**src/rtl/lux_avg_pkg.sv**
```systemverilog
// Shared definitions for the luxmeter averaging stage: default widths and
// the two-state controller encoding.
package lux_avg_pkg;

    localparam int DEF_DATA_W = 8;
    localparam int DEF_LOG2_N = 4;

    typedef enum logic {
        ST_ACCUM  = 1'b0,
        ST_OUTPUT = 1'b1
    } state_e;

endpackage

```
**src/rtl/lux_avg_if.sv**
```systemverilog
// Sample-in / result-out handshake bundle for lux_avg. The master side is
// the environment (sample producer + result consumer); the slave side is
// the averaging block.
interface lux_avg_if
    import lux_avg_pkg::*;
#(
    parameter int DATA_W = DEF_DATA_W
);

    logic              s_valid;
    logic              s_ready;
    logic [DATA_W-1:0] s_data;
    logic              m_valid;
    logic              m_ready;
    logic [DATA_W-1:0] m_data;
    logic [DATA_W-1:0] m_min;
    logic [DATA_W-1:0] m_max;

    modport master (
        output s_valid, s_data, m_ready,
        input  s_ready, m_valid, m_data, m_min, m_max
    );

    modport slave (
        input  s_valid, s_data, m_ready,
        output s_ready, m_valid, m_data, m_min, m_max
    );

endinterface

```
**src/rtl/lux_avg.sv**
```systemverilog
// Block averager for the luxmeter: sums 2^LOG2_N accepted samples, emits the
// round-half-up mean together with the block minimum and maximum, and holds
// the result until the consumer takes it.
module lux_avg
    import lux_avg_pkg::*;
#(
    parameter int DATA_W = DEF_DATA_W,
    parameter int LOG2_N = DEF_LOG2_N
) (
    input  logic       clk,
    input  logic       rst,
    input  logic       clear,
    lux_avg_if.slave   bus
);

    localparam int N     = 1 << LOG2_N;
    localparam int ACC_W = DATA_W + LOG2_N;
    localparam int CNT_W = (LOG2_N > 0) ? LOG2_N : 1;
    localparam int HALF  = N / 2;

    typedef logic [DATA_W-1:0] data_t;

    state_e            state_q, state_d;
    logic [ACC_W-1:0]  acc_q, acc_d;
    logic [CNT_W-1:0]  cnt_q, cnt_d;
    data_t             run_min_q, run_min_d;
    data_t             run_max_q, run_max_d;
    data_t             m_data_q, m_data_d;
    data_t             m_min_q, m_min_d;
    data_t             m_max_q, m_max_d;

    logic              accept;
    logic              last_smp;
    logic [ACC_W-1:0]  sum;
    data_t             smp_min;
    data_t             smp_max;

    // Rounding divide by N: add half an LSB of the result, then shift. The
    // extra top bit keeps the carry of the offset add.
    function automatic data_t round_mean(input logic [ACC_W-1:0] total);
        logic [ACC_W:0] t;
        t = {1'b0, total} + (ACC_W + 1)'(HALF);
        return DATA_W'(t >> LOG2_N);
    endfunction

    // Controller state register.
    always_ff @(posedge clk or posedge rst) begin
        if (rst) begin
            state_q <= ST_ACCUM;
        end else begin
            state_q <= state_d;
        end
    end

    // Next state: leave ACCUM on the Nth accepted sample (unless clear drops
    // it), leave OUTPUT when the consumer takes the result.
    always_comb begin
        state_d = state_q;
        case (state_q)
            ST_ACCUM: begin
                if (!clear && accept && last_smp) begin
                    state_d = ST_OUTPUT;
                end
            end
            ST_OUTPUT: begin
                if (bus.m_ready) begin
                    state_d = ST_ACCUM;
                end
            end
            default: state_d = ST_ACCUM;
        endcase
    end

    // Handshake outputs are decoded directly from the state.
    always_comb begin
        bus.s_ready = (state_q == ST_ACCUM);
        bus.m_valid = (state_q == ST_OUTPUT);
    end

    // Accumulator, counter, running extrema and result registers next values.
    // clear also fires in OUTPUT, where the accumulator is already zero, so
    // the pending result is never disturbed.
    always_comb begin
        accept    = (state_q == ST_ACCUM) && bus.s_valid;
        last_smp  = (LOG2_N == 0) || (cnt_q == CNT_W'(N - 1));
        sum       = acc_q + ACC_W'(bus.s_data);
        smp_min   = (bus.s_data < run_min_q) ? bus.s_data : run_min_q;
        smp_max   = (bus.s_data > run_max_q) ? bus.s_data : run_max_q;

        acc_d     = acc_q;
        cnt_d     = cnt_q;
        run_min_d = run_min_q;
        run_max_d = run_max_q;
        m_data_d  = m_data_q;
        m_min_d   = m_min_q;
        m_max_d   = m_max_q;

        if (clear) begin
            acc_d     = '0;
            cnt_d     = '0;
            run_min_d = '1;
            run_max_d = '0;
        end else if (accept) begin
            if (last_smp) begin
                m_data_d  = round_mean(sum);
                m_min_d   = smp_min;
                m_max_d   = smp_max;
                acc_d     = '0;
                cnt_d     = '0;
                run_min_d = '1;
                run_max_d = '0;
            end else begin
                acc_d     = sum;
                cnt_d     = cnt_q + 1'b1;
                run_min_d = smp_min;
                run_max_d = smp_max;
            end
        end
    end

    // Datapath registers; reset drops any partial block and pending result.
    always_ff @(posedge clk or posedge rst) begin
        if (rst) begin
            acc_q     <= '0;
            cnt_q     <= '0;
            run_min_q <= '1;
            run_max_q <= '0;
            m_data_q  <= '0;
            m_min_q   <= '0;
            m_max_q   <= '0;
        end else begin
            acc_q     <= acc_d;
            cnt_q     <= cnt_d;
            run_min_q <= run_min_d;
            run_max_q <= run_max_d;
            m_data_q  <= m_data_d;
            m_min_q   <= m_min_d;
            m_max_q   <= m_max_d;
        end
    end

    assign bus.m_data = m_data_q;
    assign bus.m_min  = m_min_q;
    assign bus.m_max  = m_max_q;

endmodule
```
**src/flat_wrapper.sv**
```systemverilog
// flat-port wrapper written by rule: the top's interface ports become plain ports
module lux_avg_flat import lux_avg_pkg::*;
#(
    parameter int DATA_W = DEF_DATA_W,
    parameter int LOG2_N = DEF_LOG2_N
)
  (clk, rst, clear, bus_s_valid, bus_s_data, bus_m_ready, bus_s_ready, bus_m_valid, bus_m_data, bus_m_min, bus_m_max);
  lux_avg_if #(.DATA_W(DATA_W)) bus_i ();
  input  logic clk;
  input  logic rst;
  input  logic clear;
  input wire logic [$bits(bus_i.s_valid)-1:0] bus_s_valid;
  input wire logic [$bits(bus_i.s_data)-1:0] bus_s_data;
  input wire logic [$bits(bus_i.m_ready)-1:0] bus_m_ready;
  output wire logic [$bits(bus_i.s_ready)-1:0] bus_s_ready;
  output wire logic [$bits(bus_i.m_valid)-1:0] bus_m_valid;
  output wire logic [$bits(bus_i.m_data)-1:0] bus_m_data;
  output wire logic [$bits(bus_i.m_min)-1:0] bus_m_min;
  output wire logic [$bits(bus_i.m_max)-1:0] bus_m_max;
  assign bus_i.s_valid = bus_s_valid;
  assign bus_i.s_data = bus_s_data;
  assign bus_i.m_ready = bus_m_ready;
  assign bus_s_ready = bus_i.s_ready;
  assign bus_m_valid = bus_i.m_valid;
  assign bus_m_data = bus_i.m_data;
  assign bus_m_min = bus_i.m_min;
  assign bus_m_max = bus_i.m_max;
  lux_avg #(.DATA_W(DATA_W), .LOG2_N(LOG2_N)) u_core (.clk(clk), .rst(rst), .clear(clear), .bus(bus_i));
endmodule
```
**config.mk**
```make
export PLATFORM = sky130hd
export DESIGN_NAME = lux_avg_flat
export DESIGN_NICKNAME = d
export VERILOG_FILES = /design/src/rtl/lux_avg_pkg.sv /design/src/rtl/lux_avg_if.sv /design/src/rtl/lux_avg.sv /design/src/flat_wrapper.sv
export SDC_FILE = /design/constraint.sdc
export NUM_CORES = 1
export LEC_CHECK = 0
export ABC_AREA = 1
export CAP_MARGIN = 20
export CELL_PAD_IN_SITES_DETAIL_PLACEMENT = 0
export CELL_PAD_IN_SITES_GLOBAL_PLACEMENT = 1
export CORE_AREA = 5 5 119 121
export DETAILED_ROUTE_END_ITERATION = 16
export DIE_AREA = 0 0 124 126
export PLACE_DENSITY_LB_ADDON = 0.05
export SLEW_MARGIN = 20
export SYNTH_ARGS = -nofsm -noshare
export SYNTH_HDL_FRONTEND = slang
export SYNTH_SLANG_ARGS = --single-unit
```
**constraint.sdc**
```tcl
create_clock -name clk -period 2.26 [get_ports clk]
set_input_delay 0.226 -clock clk [delete_from_list [all_inputs] [get_ports clk]]
set_output_delay 0.226 -clock clk [all_outputs]
set_load 0.02 [all_outputs]
```
==> results of run 1 <==
per-layer routing:
metal,vias up,share of wire
li1,1740,-
met1,1556,0.45
met2,41,0.50
met3,11,0.034
met4,0,0.015
met5,-,0
worst min path at each step:
| stage | startpoint | endpoint | slack [ps] | depth (start not counted) |
|---|---|---|---|---|
| CTS | rst | u_core.bus.m_max[2] | 290 | 3 |
| finish | rst | u_core.bus.m_max[5] | 280 | 3 |
| floorplan | bus_m_ready | u_core.bus.m_valid | 320 | 1 |
| detailed placement | u_core.bus.m_data[0] | u_core.bus.m_data[0] | 460 | 2 |
| global route | rst | u_core.bus.m_max[2] | 320 | 3 |
| global placement | u_core.bus.m_data[0] | u_core.bus.m_data[0] | 460 | 2 |
through the flow:
stage | instance area [µm²] | worst slack, ps
floorplan | 3690 | 154
global route | 4960 | -22.4
detailed placement | 4600 | -309
global placement | 4600 | -275
finish | 4960 | 162
CTS | 4910 | 38.6
synthesized netlist by cell type, types with 2 or more instances:
cell	instances	share of area
nand4_2	2	0.0068
o22ai_1	6	0.010
nand4_1	4	0.0068
nor2_4	2	0.0061
nand2_4	5	0.015
nor3_1	2	0.0027
o21ai_0	20	0.027
a21oi_2	2	0.0047
dfrtp_1	49	0.33
nand2_1	158	0.16
nand3_1	57	0.077
inv_2	8	0.0081
nor2_2	4	0.0068
nand3b_1	8	0.016
dfstp_2	8	0.057
inv_1	68	0.069
clkbuf_1	2	0.0020
ha_1	25	0.085
buf_2	5	0.0068
nor2_1	15	0.015
a21oi_1	7	0.0095
xnor2_1	3	0.0071
a32o_1	3	0.0081
nand3_2	4	0.011
nand2_2	14	0.024
sequential cells by signal, summed over array words and instances, names as in the netlist:
register,cells
u_core.run_max_q,8
u_core.bus.m_max,8
u_core.acc_q,12
u_core.bus.m_data,8
u_core.bus.m_valid,1
u_core.cnt_q,4
u_core.run_min_q,8
u_core.bus.m_min,8
power breakdown:
part | switching [mW] | internal [mW] | total [mW]
Combinational | 0.509 | 0.343 | 0.852
Sequential | 0.0246 | 1.08 | 1.11
Clock | 0.506 | 0.988 | 1.49
worst max-delay path: cells and delay by family (launching register included):
family        cells  cell delay, ps
simple gates     10             740
fa+ha+maj         3             700
flops             1             350
buf+inv           3             200
cells by family (layout without fill, tap and decap cells):
kind of cell,count (synthesis),in the layout
AO/OA/AOI/OAI,43,43
buffers and inverters,84,176
XOR/XNOR,4,4
AND/OR/NAND/NOR,275,275
adder cells (fa/ha/maj),26,26
flip-flops,57,57
timing repair:
action | 4_1_cts | 5_1_grt
gates resized for setup | 0 | 9
setup buffers | 0 | 2
setup endpoints to repair | 0 | 6
cell usage in the layout, fill, tap and decap left out, drive strengths merged, types with 6 or more instances in the layout:
cell,count
nand2,177
inv,76
nand3,61
dfrtp,49
buf,47
clkdlybuf4s50,37
ha,25
o21ai,21
nor2,21
clkbuf,12
a21oi,9
nand3b,8
dfstp,8
o22ai,6
nand4,6
final cells by class:
class | instances | area (µm²)
multi-input combinational | 348 | 1960
timing repair buffer | 85 | 748
sequential | 57 | 1440
clock inverter | 3 | 65.1
tap | 176 | 220
clock buffer | 12 | 246
inverter | 76 | 285
fill | 1405 | 8020
==> results.json, run 1 <==
{
  "firstDrtPassIters": 4,
  "synthCells": 489,
  "slowest_stage": "fa_2",
  "via_count": 3348,
  "async_flop_share": 1.00,
  "timing.rr.start": "u_core.acc_q[0]",
  "slowest_delay_ps": 370,
  "synth_edf_count": 0,
  "holdWs_ps": 280,
  "n_antenna_cell": 0,
  "drv_cap": 0,
  "final_layout_size_suffix_gt1_frac": 0.203,
  "drv_slew": 0,
  "fin_util": 0.382,
  "period_share": 0.928,
  "worstMarginPinSlew_ps": 603,
  "dp_hpwl_um": 7950,
  "muxShareOfSynthArea": 0,
  "synth_nets": 528,
  "crit_path_end": "u_core.bus.m_data[7]",
  "slew_headroom": 0.598,
  "core_area_um2": 13000,
  "yosysUniqueCellTypes": 33,
  "gr-usage-met3": 0.0363,
  "busiest_layer": "met2",
  "drt_iter0_markers": 161,
  "grt_pass1_vias": 3437,
  "crit_arrival_ps": 2320,
  "cts_buffers": 9,
  "power_mw": 3.45,
  "drt-total-wl_um": 10700,
  "cts.sinks": 57,
  "rsz0062_at_grt": "true",
  "stdcell_count": 757,
  "grt_pass1_wl_um": 17800,
  "synth_compound_area_frac": 0.0739,
  "power.static_leakage_nw": 2.58,
  "start_util": 0.284,
  "dpl.cell_count": 740,
  "finalNetCount": 616,
  "grtUsageTotal": 0.150,
  "setup-violations-final": 0,
  "min_path_type": "in -> async",
  "cp_max_fo": 3,
  "ys_ff_latch": 57,
  "cp_cell_sequence": "ha_2 > inv_1 > fa_2 > inv_2 > nand2_2 > nand2_2 > nand2_1 > nand2_1 > nand2_2 > inv_2 > ha_4 > nand3_4 > nor2_4 > nand3_1 > nand3_1 > nand2_1",
  "avgSynthCellArea_um2": 7.55,
  "area_growth_pct": 34.3,
  "crit_start": "u_core.acc_q[0]",
  "fin_skew_ps": 4.67,
  "cts_max_level": 3,
  "yosys.area_share.xor_xnor": 0.00949,
  "hold_viol": 0,
  "rr_worst_depth": 16,
  "start_kind": "register",
  "regToRegSetupSlack_ps": 160,
  "synth-seq-area-share": 0.389,
  "maxClockFrequency_mhz": 477,
  "r2r_end": "u_core.bus.m_data[7]",
  "avgRoutedWirePerCell_um": 14.2,
  "ant_nets": 0,
  "setup_tns_ps": 0,
  "cts_tree": "yes",
  "use_met2": 0.252,
  "antenna_found_initial": 0,
  "synth_top_family_by_area": "simple AND/OR/NAND/NOR gates",
  "vias_per_cell": 4.42,
  "die_x_um": 124,
  "synth_fa_ha_area_frac": 0.0901,
  "ys_warn_count": 0,
  "cp-end-kind": "register",
  "use_met1": 0.188,
  "hold_buffers": 0,
  "synthSimpleGateAreaFrac": 0.348,
  "gr-total-overflow": 0,
  "clockBufferDepth": 2,
  "p_per_area_nw_per_um2": 696,
  "cts_root_buffer": "clkbuf_16",
  "period_needed_ps": 2100,
  "grt_max_degree": 58,
  "worstSetupPathType": "reg -> reg",
  "status": "finished, final reports clean",
  "rows": 42,
  "die_h_um": 126,
  "max-vdd-ir-drop_uv": 399,
  "path_clk_slew_ps": 50,
  "die-area_um2": 15600,
  "drc": 0,
  "portBuffers": 38,
  "synth_area_um2": 3690,
  "synth_flop_cell": "dfrtp_1",
  "place_congestion": 0.782,
  "worstPathRequired_ps": 2490,
  "ios": 39,
  "clock_latency_ps": 340
}
Note: power is estimated with default switching activity, not from simulation.
==> run 2: changes to the inputs <==
--- a/config.mk
+++ b/config.mk
@@ -12,6 +12,7 @@
 export CORE_AREA = 5 5 119 121
 export DETAILED_ROUTE_END_ITERATION = 16
 export DIE_AREA = 0 0 124 126
+export MAX_ROUTING_LAYER = met4
 export PLACE_DENSITY_LB_ADDON = 0.05
 export SLEW_MARGIN = 20
 export SYNTH_ARGS = -nofsm -noshare
==> run 2 against run 1 <==
Effect of this change:
- via count down 0.12%
- worst setup slack about the same
- worst hold slack worse by 1.1 ps
- register-to-register slack about the same
- largest cell class unchanged
- critical endpoint unchanged
- sequential power about the same
- largest power group unchanged
- power about the same
- clock power about the same
- die area unchanged
- global-route usage up 0.43 points
- highest routed layer unchanged
==> results.json, run 2 (synthesis results as in run 1) <==
{
  "status": "finished, final reports clean",
  "grt_pass1_vias": 3436,
  "firstDrtPassIters": 4,
  "power_mw": 3.45,
  "top_register": "u_core.acc_q",
  "layout_commonest_cell": "nand2_1",
  "rr_worst_depth": 16,
  "die_x_um": 124,
  "gr-total-overflow": 0,
  "cts_tree": "yes",
  "dpl_worst_slack_ps": -309,
  "rsz0062_at_grt": "true",
  "regToRegSetupSlack_ps": 160,
  "ios": 39,
  "maxClockFrequency_mhz": 477,
  "finalNetCount": 616,
  "crit_arrival_ps": 2320,
  "placed_cell_area_um2": 4600,
  "cp_max_fo": 3,
  "drt-total-wl_um": 10700,
  "slew_headroom": 0.597,
  "finish.instance_area_um2": 4960,
  "worstPathRequired_ps": 2490,
  "p_per_area_nw_per_um2": 697,
  "p_clk_frac": 0.433,
  "die_h_um": 126,
  "place_congestion": 0.793,
  "worstSetupPathType": "reg -> reg",
  "worstMarginPinSlew_ps": 604,
  "vias_per_cell": 4.42,
  "p_seq_frac": 0.320,
  "min_path_type": "in -> async",
  "ant_nets": 0,
  "start_kind": "register",
  "multiInputGateArea_um2": 1960,
  "ff_latch_area_um2": 1440,
  "p_int_mw": 2.41,
  "largest_reg_flops": 12,
  "cts_buffers": 9,
  "hold_viol": 0,
  "swShare": 0.302,
  "crit_start": "u_core.acc_q[0]",
  "avgRoutedWirePerCell_um": 14.2,
  "antenna_found_initial": 0,
  "max-vdd-ir-drop_uv": 399,
  "dpl.cell_count": 740,
  "period_needed_ps": 2100,
  "setup_tns_ps": 0,
  "most-common-layout-cells": "nand2_1 (158), inv_1 (65), nand3_1 (56)",
  "drv_cap": 0,
  "path_clk_slew_ps": 50,
  "drt_iter0_markers": 165,
  "n_antenna_cell": 0,
  "holdWs_ps": 279,
  "clock_latency_ps": 340,
  "period_share": 0.928,
  "area_growth_pct": 34.3,
  "stdcell_count": 757,
  "r2r_end": "u_core.bus.m_data[7]",
  "fin_skew_ps": 4.55,
  "cp-end-kind": "register",
  "fin_util": 0.382,
  "via_count": 3344,
  "cts_root_buffer": "clkbuf_16",
  "cts_max_level": 3,
  "timing.rr.start": "u_core.acc_q[0]",
  "cts.sinks": 57,
  "portBuffers": 38,
  "grtUsageTotal": 0.154,
  "crit_path_end": "u_core.bus.m_data[7]",
  "grt_pass1_wl_um": 17800,
  "dp_hpwl_um": 7950,
  "final_layout_size_suffix_gt1_frac": 0.203,
  "fill_cells": 1405,
  "start_util": 0.284,
  "core_area_um2": 13000,
  "setup-violations-final": 0,
  "die-area_um2": 15600,
  "p_comb_frac": 0.247,
  "grt_max_degree": 58,
  "rows": 42,
  "power.static_leakage_nw": 2.58,
  "worst_slack_ps": 162,
  "p_switching_mw": 1.04,
  "clockBufferDepth": 2,
  "drv_slew": 0,
  "drc": 0
}
==> run 2: worst min path at each step <==
stage,start,end,slack [ps],cells after the start
after floorplan,bus_m_ready,u_core.bus.m_valid,320,1
after global placement,u_core.bus.m_data[0],u_core.bus.m_data[0],460,2
after detailed placement,u_core.bus.m_data[0],u_core.bus.m_data[0],460,2
after CTS,rst,u_core.bus.m_max[2],290,3
after global routing,rst,u_core.bus.m_max[2],320,3
final,rst,u_core.bus.m_max[5],280,3
==> run 2: what timing repair did <==
item | in CTS | in global routing
buffers inserted | 0 | 2
endpoints found under the setup margin | 0 | 6
resized for setup | 0 | 9
hold buffers | 0 | 0
endpoints found under the hold margin | 0 | 0
==> run 2: cell type report <==
cell class,count,share of cell area
Clock buffer,12,0.0497
Clock inverter,3,0.0131
Inverter,76,0.0575
Multi-Input combinational cell,348,0.395
Sequential cell,57,0.290
Tap cell,176,0.0444
Timing Repair Buffer,85,0.151
==> run 2: worst max-delay path: stages (launching register included) <==
cell	delay (ps)
dfrtp_1	350
ha_2	180
inv_1	60
fa_2	370
inv_2	70
nand2_2	50
nand2_2	80
nand2_1	50
nand2_1	60
nand2_2	70
inv_2	70
ha_4	150
nand3_4	90
nor2_4	130
nand3_1	80
nand3_1	80
nand2_1	50
==> run 2: metal layers <==
metal,vias to the layer above,part of all wire,GRT usage
li1,1740,-,-
met1,1552,0.46,0.189
met2,41,0.50,0.252
met3,11,0.030,0.0341
met4,0,0.015,0.0483
met5,-,0,-
==> run 2: power by group through the flow <==
stage,clock (mW),sequential [mW],combinational (mW)
2_1_floorplan,0,1.12,0.532
3_3_place_gp,0,1.12,0.837
3_5_place_dp,0,1.12,0.834
4_1_cts,1.54,1.11,0.839
5_1_grt,1.59,1.11,0.970
6_report,1.50,1.11,0.852
==> run 3: changes to the inputs <==
--- a/config.mk
+++ b/config.mk
@@ -10,11 +10,12 @@
 export CELL_PAD_IN_SITES_DETAIL_PLACEMENT = 0
 export CELL_PAD_IN_SITES_GLOBAL_PLACEMENT = 1
 export CORE_AREA = 5 5 119 121
+export CTS_CLUSTER_SIZE = 24
 export DETAILED_ROUTE_END_ITERATION = 16
 export DIE_AREA = 0 0 124 126
+export DONT_BUFFER_PORTS = 1
 export MAX_ROUTING_LAYER = met4
 export PLACE_DENSITY_LB_ADDON = 0.05
-export SLEW_MARGIN = 20
 export SYNTH_ARGS = -nofsm -noshare
 export SYNTH_HDL_FRONTEND = slang
 export SYNTH_SLANG_ARGS = --single-unit
==> run 3 against run 2 <==
Effect of this change:
- clock-buffer cell count rose by 1
- utilization decreased by 4.7 points
- sequential share of layout area grew 4.1 points
- clock power is 9% lower
- design area is 12% lower
- worst hold slack worse by 170 ps
- largest power group unchanged
==> results.json, run 3 (synthesis results as in run 1) <==
{
  "slowest_stage": "fa_2",
  "most-common-layout-cells": "nand2_1 (158), inv_1 (64), nand3_1 (55)",
  "whs_path_depth": 3,
  "fin_skew_ps": 6.90,
  "drc": 0,
  "hold_end": "u_core.cnt_q[1]",
  "place_congestion": 0.779,
  "drt-total-wl_um": 10600,
  "firstDrtPassIters": 4,
  "n_antenna_cell": 0,
  "cp_cell_sequence": "ha_2 > inv_2 > fa_2 > inv_2 > nand2_4 > nand2_4 > nand2_1 > nand2_1 > nand2_2 > inv_2 > ha_4 > nand3_4 > nor2_4 > nand3_2 > nand3_1 > nand2_1",
  "period_share": 0.931,
  "worstSetupPathType": "reg -> reg",
  "worstMarginPinSlew_ps": 611,
  "cts_buffers": 9,
  "largest_reg_flops": 12,
  "die_x_um": 124,
  "status": "finished, final reports clean",
  "min_path_type": "in -> reg",
  "crit_family": "simple AND/OR/NAND/NOR gates",
  "p_per_area_nw_per_um2": 739,
  "hold_start": "clear",
  "cts_max_level": 3,
  "r2r_end": "u_core.bus.m_data[7]",
  "cts.sinks": 57,
  "period_needed_ps": 2100,
  "portBuffers": 0,
  "ant_nets": 0,
  "start_util": 0.284,
  "slew_headroom": 0.592,
  "setup_tns_ps": 0,
  "setup-violations-final": 0,
  "fill_cells": 1445,
  "path_clk_slew_ps": 50,
  "die_h_um": 126,
  "cts_tree": "yes",
  "die-area_um2": 15600,
  "power.static_leakage_nw": 2.29,
  "finalNetCount": 547,
  "slowest_delay_ps": 360,
  "drv_cap": 0,
  "grt_pass1_vias": 3139,
  "max-vdd-ir-drop_uv": 312,
  "via_count": 3164,
  "layout_commonest_cell": "nand2_1",
  "crit_arrival_ps": 2330,
  "ios": 39,
  "worst_slack_ps": 155,
  "grt_max_degree": 41,
  "clockBufferDepth": 2,
  "area_growth_pct": 17.7,
  "drv_slew": 0,
  "rows": 42,
  "fin_util": 0.335,
  "hold_viol": 0,
  "dp_hpwl_um": 7830,
  "rr_worst_depth": 16,
  "start_kind": "register",
  "antenna_found_initial": 0,
  "gr-total-overflow": 0,
  "cts_root_buffer": "clkbuf_16",
  "timing.rr.start": "u_core.acc_q[0]",
  "vias_per_cell": 4.59,
  "dpl_worst_slack_ps": 58.6,
  "final_layout_size_suffix_gt1_frac": 0.172,
  "regToRegSetupSlack_ps": 160,
  "core_area_um2": 13000,
  "grtUsageTotal": 0.151,
  "top_register": "u_core.acc_q",
  "grt_pass1_wl_um": 17300,
  "cp_max_fo": 4,
  "crit_buf_inv": 3,
  "drt_iter0_markers": 155,
  "cp-end-kind": "register",
  "maxClockFrequency_mhz": 475,
  "clock_latency_ps": 340,
  "worstPathRequired_ps": 2490,
  "avgRoutedWirePerCell_um": 15.4
}
run 3: worst max path at each step:
stage / slack (ps) / cells after the start / to / startpoint
global route: -20 / 17 / u_core.bus.m_data[7] / u_core.acc_q[0]
CTS: 50 / 16 / u_core.bus.m_data[5] / u_core.acc_q[0]
finish: 160 / 16 / u_core.bus.m_data[7] / u_core.acc_q[0]
global placement: 130 / 16 / u_core.bus.m_data[7] / u_core.acc_q[0]
detailed placement: 60 / 16 / u_core.bus.m_data[5] / u_core.acc_q[0]
floorplan: 150 / 16 / u_core.bus.m_data[7] / u_core.acc_q[0]
run 3: cell type report:
cell class	count	area, µm²	area share
inverters	76	285	0.0657
clock buffers	13	250	0.0576
multi-input cells	348	1970	0.454
clock inverters	3	40.0	0.00922
repair buffers	16	138	0.0317
flip-flops and latches	57	1440	0.331
well taps	176	220	0.0507
run 3: report_power, final:
part	switching [mW]	internal [mW]	leakage, nW
Clock	0.490	0.880	0.144
Sequential	0.0251	1.08	0.757
Combinational	0.479	0.253	1.38
run 3: worst min-delay path, cell delays in order:
cell     delay [ps]
nor2_1           40
nand2_1          50
o21ai_0          70
run 3: routing by layer:
| layer | share of wire | routed length (µm) | vias up | track usage |
|---|---|---|---|---|
| li1 | - | - | 1612 | - |
| met1 | 0.46 | 4860 | 1490 | 0.189 |
| met2 | 0.48 | 5130 | 48 | 0.235 |
| met3 | 0.041 | 435 | 14 | 0.0404 |
| met4 | 0.018 | 196 | 0 | 0.0541 |
| met5 | 0 | 0 | - | - |
run 3: timing repair:
item	CTS	global route
setup buffers	0	2
gates resized for setup	0	13
endpoints found under the setup margin	0	6
hold buffers	2	0
endpoints found under the hold margin	18	0
run 3: through the flow:
step                      area, µm²  hold slack, ps  power [mW]  std cells
after detailed placement       3970             140        1.84        669
after global routing           4340             122        3.42        689
final                          4340             104        3.21        689
after floorplan                3690             322        1.65        489
after CTS                      4280            95.0        3.25        687
after global placement         3970             131        1.84        669
